--- src/rtl/mvau_thresh_act.sv ---
// mvau_thresh_act: multi-threshold activation; each lane outputs how many of its fold's thresholds the accumulator meets.
// Two-stage pipeline: S1 registers accumulators plus the fold's threshold set, S2 compares and popcounts.
module mvau_thresh_act #(
  parameter int PE = 2,
  parameter int NF = 4,
  parameter int TA = 16,
  parameter int TDstI = 2,
  localparam int N_THR = 2**TDstI - 1,
  localparam int NFW = (NF > 1) ? $clog2(NF) : 1,
  localparam int PEW = (PE > 1) ? $clog2(PE) : 1,
  localparam int IW = (N_THR > 1) ? $clog2(N_THR) : 1
) (
  input  logic                  clk,
  input  logic                  rst_n,
  input  logic                  i_in_v,
  input  logic [PE*TA-1:0]      i_in,
  input  logic                  i_thr_we,
  input  logic [NFW-1:0]        i_thr_nf,
  input  logic [PEW-1:0]        i_thr_pe,
  input  logic [IW-1:0]         i_thr_idx,
  input  logic signed [TA-1:0]  i_thr_data,
  output logic                  o_out_v,
  output logic [PE*TDstI-1:0]   o_out
);
  logic [NFW-1:0] r_nf_cnt;
  logic r_v1;
  logic [PE*TA-1:0] r_acc;
  logic signed [TA-1:0] r_thr [NF][PE][N_THR];
  logic signed [TA-1:0] r_thr1 [PE][N_THR];
  logic [PE*TDstI-1:0] w_out;
  logic w_we_ok;
  assign w_we_ok = i_thr_we && (32'(i_thr_nf) < NF) && (32'(i_thr_pe) < PE) && (32'(i_thr_idx) < N_THR);
  // RAM is never reset; a read in the same cycle as a write sees the old value via NBA ordering
  always_ff @(posedge clk) begin
    if (w_we_ok) r_thr[i_thr_nf][i_thr_pe][i_thr_idx] <= i_thr_data;
    if (i_in_v) begin
      r_acc <= i_in;
      r_thr1 <= r_thr[r_nf_cnt];
    end
  end
  always_ff @(posedge clk) begin
    if (!rst_n) begin
      r_nf_cnt <= '0;
      r_v1 <= 1'b0;
      o_out_v <= 1'b0;
      o_out <= '0;
    end else begin
      r_v1 <= i_in_v;
      o_out_v <= r_v1;
      if (i_in_v) r_nf_cnt <= (32'(r_nf_cnt) == NF - 1) ? '0 : r_nf_cnt + NFW'(1);
      if (r_v1) o_out <= w_out;
    end
  end
  always_comb begin
    w_out = '0;
    for (int p = 0; p < PE; p++)
      for (int i = 0; i < N_THR; i++)
        w_out[p*TDstI +: TDstI] = w_out[p*TDstI +: TDstI] + TDstI'($signed(r_acc[p*TA +: TA]) >= r_thr1[p][i]);
  end
endmodule

--- config.mk ---
export PLATFORM = sky130hd
export DESIGN_NAME = mvau_thresh_act
export DESIGN_NICKNAME = d
export VERILOG_FILES = /design/src/rtl/mvau_thresh_act.sv
export SDC_FILE = /design/constraint.sdc
export NUM_CORES = 1
export LEC_CHECK = 0
export CELL_PAD_IN_SITES_DETAIL_PLACEMENT = 1
export CELL_PAD_IN_SITES_GLOBAL_PLACEMENT = 1
export CORE_MARGIN = 2
export CORE_UTILIZATION = 50
export CTS_CLUSTER_SIZE = 30
export DETAILED_ROUTE_END_ITERATION = 8
export GPL_TIMING_DRIVEN = 1
export PLACE_DENSITY = 0.75
export SLEW_MARGIN = 20
export SYNTH_ARGS = -nofsm -noshare
export SYNTH_HDL_FRONTEND = slang
export SYNTH_SLANG_ARGS = --single-unit
export TNS_END_PERCENT = 10
--- constraint.sdc ---
create_clock -name clk -period 8.18 [get_ports clk]
set_input_delay 2.454 -clock clk [delete_from_list [all_inputs] [get_ports clk]]
set_output_delay 2.454 -clock clk [all_outputs]
set_load 0.02 [all_outputs]
==> out/results.txt <==
In this run the critical register-to-register path is launched from r_acc[15]. The area growth from synthesis to layout is 14.6%. The tightest hold path in the finished design has a slack of 0.527 ns. The ratio of final minimum period to clock period was 50.0%; the max-capacitance violation count was 0. The clock net in this run drives a total of 520 sinks.

62 I/O pins were placed. Summing all multi-input logic gate instances after layout gives 4590 sq um. The tools report the via count of the first global-routing pass as 10700.

The floorplan step defined a die boundary enclosing 42800 sq um. The tools report the number of nets in the layout as 1300. The x dimension of the die was 207 microns. The tools report the type of destination of the critical path as an output port. For this configuration, the core starts out at a cell density of 50.5%. In this run the vertical extent of the chip is 207 microns. The most used flip-flop cell after synthesis is edfxtp_1.

In this run the critical register-to-register path is captured at o_out[0]. Measured on the finished design, the core utilization comes to 57.9%. Port buffering added 61 buffers. Summed over all layers, the routed wires come to 45600 microns. The routability-driven placement congestion ratio is 0.831, and the number of H-tree levels is 2.

In this run the deepest clock path goes through 3 buffers. The combined global-route utilization of all metal layers is 22.3%. Tracing the worst setup path back leads to its startpoint at o_out[3]. The tools report the number of max-slew violations in the final report as 0.

The depth of the worst register-to-register path is 9, and the headroom to the max-slew limit is 23.4%. The worst path buffer plus inverter count works out to 1. Buffers inserted during clock tree synthesis total 51.

The first global-routing pass estimated 68000 microns of wire. STA puts the critical path data arrival time at 1.63 ns. Setup repair after global routing left no endpoint under its margin.

For the worst setup skew after layout, the log shows 0.0218 ns. Summing the sequential cell areas from Yosys gives 75.5% of the chip area. In the routed layout, each cell is associated on average with a via count of 5.84.

For the initial antenna violation count, the log shows 2. The number of buffers added to fix hold violations after cts is 0. The cell area after synthesis was 20600 sq um. The setup path with the least slack is of type flip-flop to output port.

The detailed router finished its first iteration with 846 violations. Based on the critical path, the design can be clocked at up to 245 MHz. Flip-flop and latch count after synthesis: 520.

The total count of hold-check failures in the final report is 0, and the number of instances in the synthesized netlist is 1028. The floorplan core area is 40700 sq um, and the CTS clock-pin slew for the worst setup and hold paths is 0.06 ns. For the overall overflow remaining after global route, the log shows 0.

The flow ran to the end, and the final reports show no timing, DRC or antenna violations. The nature of the critical path startpoint was a flip-flop. Capturing element of the worst setup path: o_out[3]. Routed length per placed instance: 26.6 microns. Total of endpoints with negative setup slack in the final report: 0. The cell at the root of the clock tree is clkbuf_16. At the worst endpoint, the required time is 5.73 ns. Highest-delay cell along the critical path: clkdlybuf4s50_1.

The number of nets in the synthesized netlist is 1184. For the post-cts gate resize count, the log shows 0. The mean cell area of the mapped netlist was 20.0 sq um. The run gives 0 as the residual antenna-violating net count after detailed routing. The tools report the leakage power as 0.00814 uW. Yosys mapped the design onto 45 distinct sky130hd cell types. Entering global routing, the biggest net connects 84 pins. The first detailed-routing pass took 5 iterations. Counting flops with an async set or reset pin after synthesis yields a share of 0%.

The clock reaches the later pin of the worst-skew pair after 0.59 ns. Power spread over the standard cell area amounts to 248 nW/um^2. For this run, design rule violations remaining after detail routing come to 0. After routing, the total negative slack on setup checks comes to 0 ns.

The smallest clock period supported by the final layout is computed as 4.09 ns. The worst voltage drop across the vdd grid is 0.147 mV, and the number of logic stages on the critical path including buffering is 1. Summed over all nets, the half-perimeter wirelength after detailed placement is 29600 microns.

The highest fanout seen on the critical path was 2. The signal on the critical path passes through clkdlybuf4s50_1. TritonCTS built the clock tree. The logs give 5.02 ns for the slack of the worst reg-to-reg path and 9989 for the total via count in the routed design. In the final layout, the share of cells above drive strength 1 is 17.7%. In this run the core area contains 74 standard-cell rows. The run gives 0 as the post-CTS setup buffer count. The worst hold path class was flip-flop to flip-flop. The maximum cell stage delay along the critical path works out to 0.66 ns. The number of filler instances in the final layout came out at 3551.

The area used by sequential logic in the layout is 15500 sq um. The number of synthesized flops with an enable pin is 512. Yosys printed 0 warnings. Grouping stages by cell kind, the critical path spends the most delay in buffers and inverters. The transition time of the tightest slew-check pin was 1.15 ns.
==> per-stage QoR <==
step / total power, uW / cells / worst slack [ns] / cell area [sq um]
2_1_floorplan: 3360 / 1028 / 4.19 / 20600
3_3_place_gp: 3550 / 1622 / 3.76 / 21900
3_5_place_dp: 3580 / 1622 / 3.66 / 21900
4_1_cts: 5880 / 1709 / 4.04 / 23600
5_1_grt: 6020 / 1710 / 4.02 / 23600
6_report: 5840 / 1711 / 4.09 / 23600
==> cell usage in the layout, fill, tap and decap left out, drive strengths merged, types with 18 or more instances in the layout <==
cell,instances
edfxtp,512
clkdlybuf4s50,54
mux4,96
nand2,18
inv,93
nor2,32
buf,33
clkbuf,70
ha,97
a21oi,31
==> power by group <==
part	total, uW	switching [uW]	internal, uW
clock network	2320	957	1360
registers	3080	59.2	3020
logic	441	246	195
==> state kept, by name, summed over array words and instances (netlist names) <==
name	count
o_out	4
o_out_v	1
r_acc	32
r_nf_cnt	2
r_thr	384
r_thr1	96
r_v1	1
==> cells in the mapped netlist (11+ instances only) <==
master,instances,area [sq um]
buf_2,13,65.1
nand2_1,17,63.8
edfxtp_1,512,15400
inv_1,92,345
a21o_1,11,82.6
a21oi_1,31,155
nand3_1,12,60.1
nor2b_1,12,75.1
nand4_1,15,93.8
mux4_2,96,2160
nor2_1,32,120
ha_1,97,1210
==> how the worst min path moves through the flow <==
stage	cells past startpoint	slack, ns	from	endpoint
after CTS	2	0.53	o_out[1]	o_out[1]
after global placement	2	0.50	o_out[2]	o_out[2]
final	2	0.53	o_out[2]	o_out[2]
after floorplan	2	0.59	o_out[0]	o_out[0]
after detailed placement	2	0.52	o_out[1]	o_out[1]
after global routing	2	0.56	o_out[0]	o_out[0]
==> cell type report <==
cell class                 count  share of cell area, %
sequential                   520                   65.9
clock inverter                17                  0.992
tap                          532                   2.82
antenna                        1                 0.0106
timing repair buffer          87                   3.38
inverter                      92                   1.46
clock buffer                  70                   5.98
multi-input combinational    392                   19.5
==> logic make-up after synthesis <==
| group | count (synthesis) | share of synthesized area [%] |
|---|---|---|
| adder cells (fa/ha/maj) | 99 | 6.09 |
| multiplexers | 108 | 11.1 |
| AO/OA/AOI/OAI | 73 | 2.23 |
| AND/OR/NAND/NOR | 112 | 2.85 |
| flip-flops | 520 | 75.5 |
| buffers and inverters | 116 | 2.21 |
==> layer usage <==
layer  vias to the layer above  GRT usage [%]  share of wire [%]
met3                        61           4.13                7.0
met2                       354           35.3                 47
met5                         -              0                  0
met4                         0           6.05                1.9
met1                      5237           32.3                 44
li1                       4337              -                  -
Power figures use the tool's default switching activity.
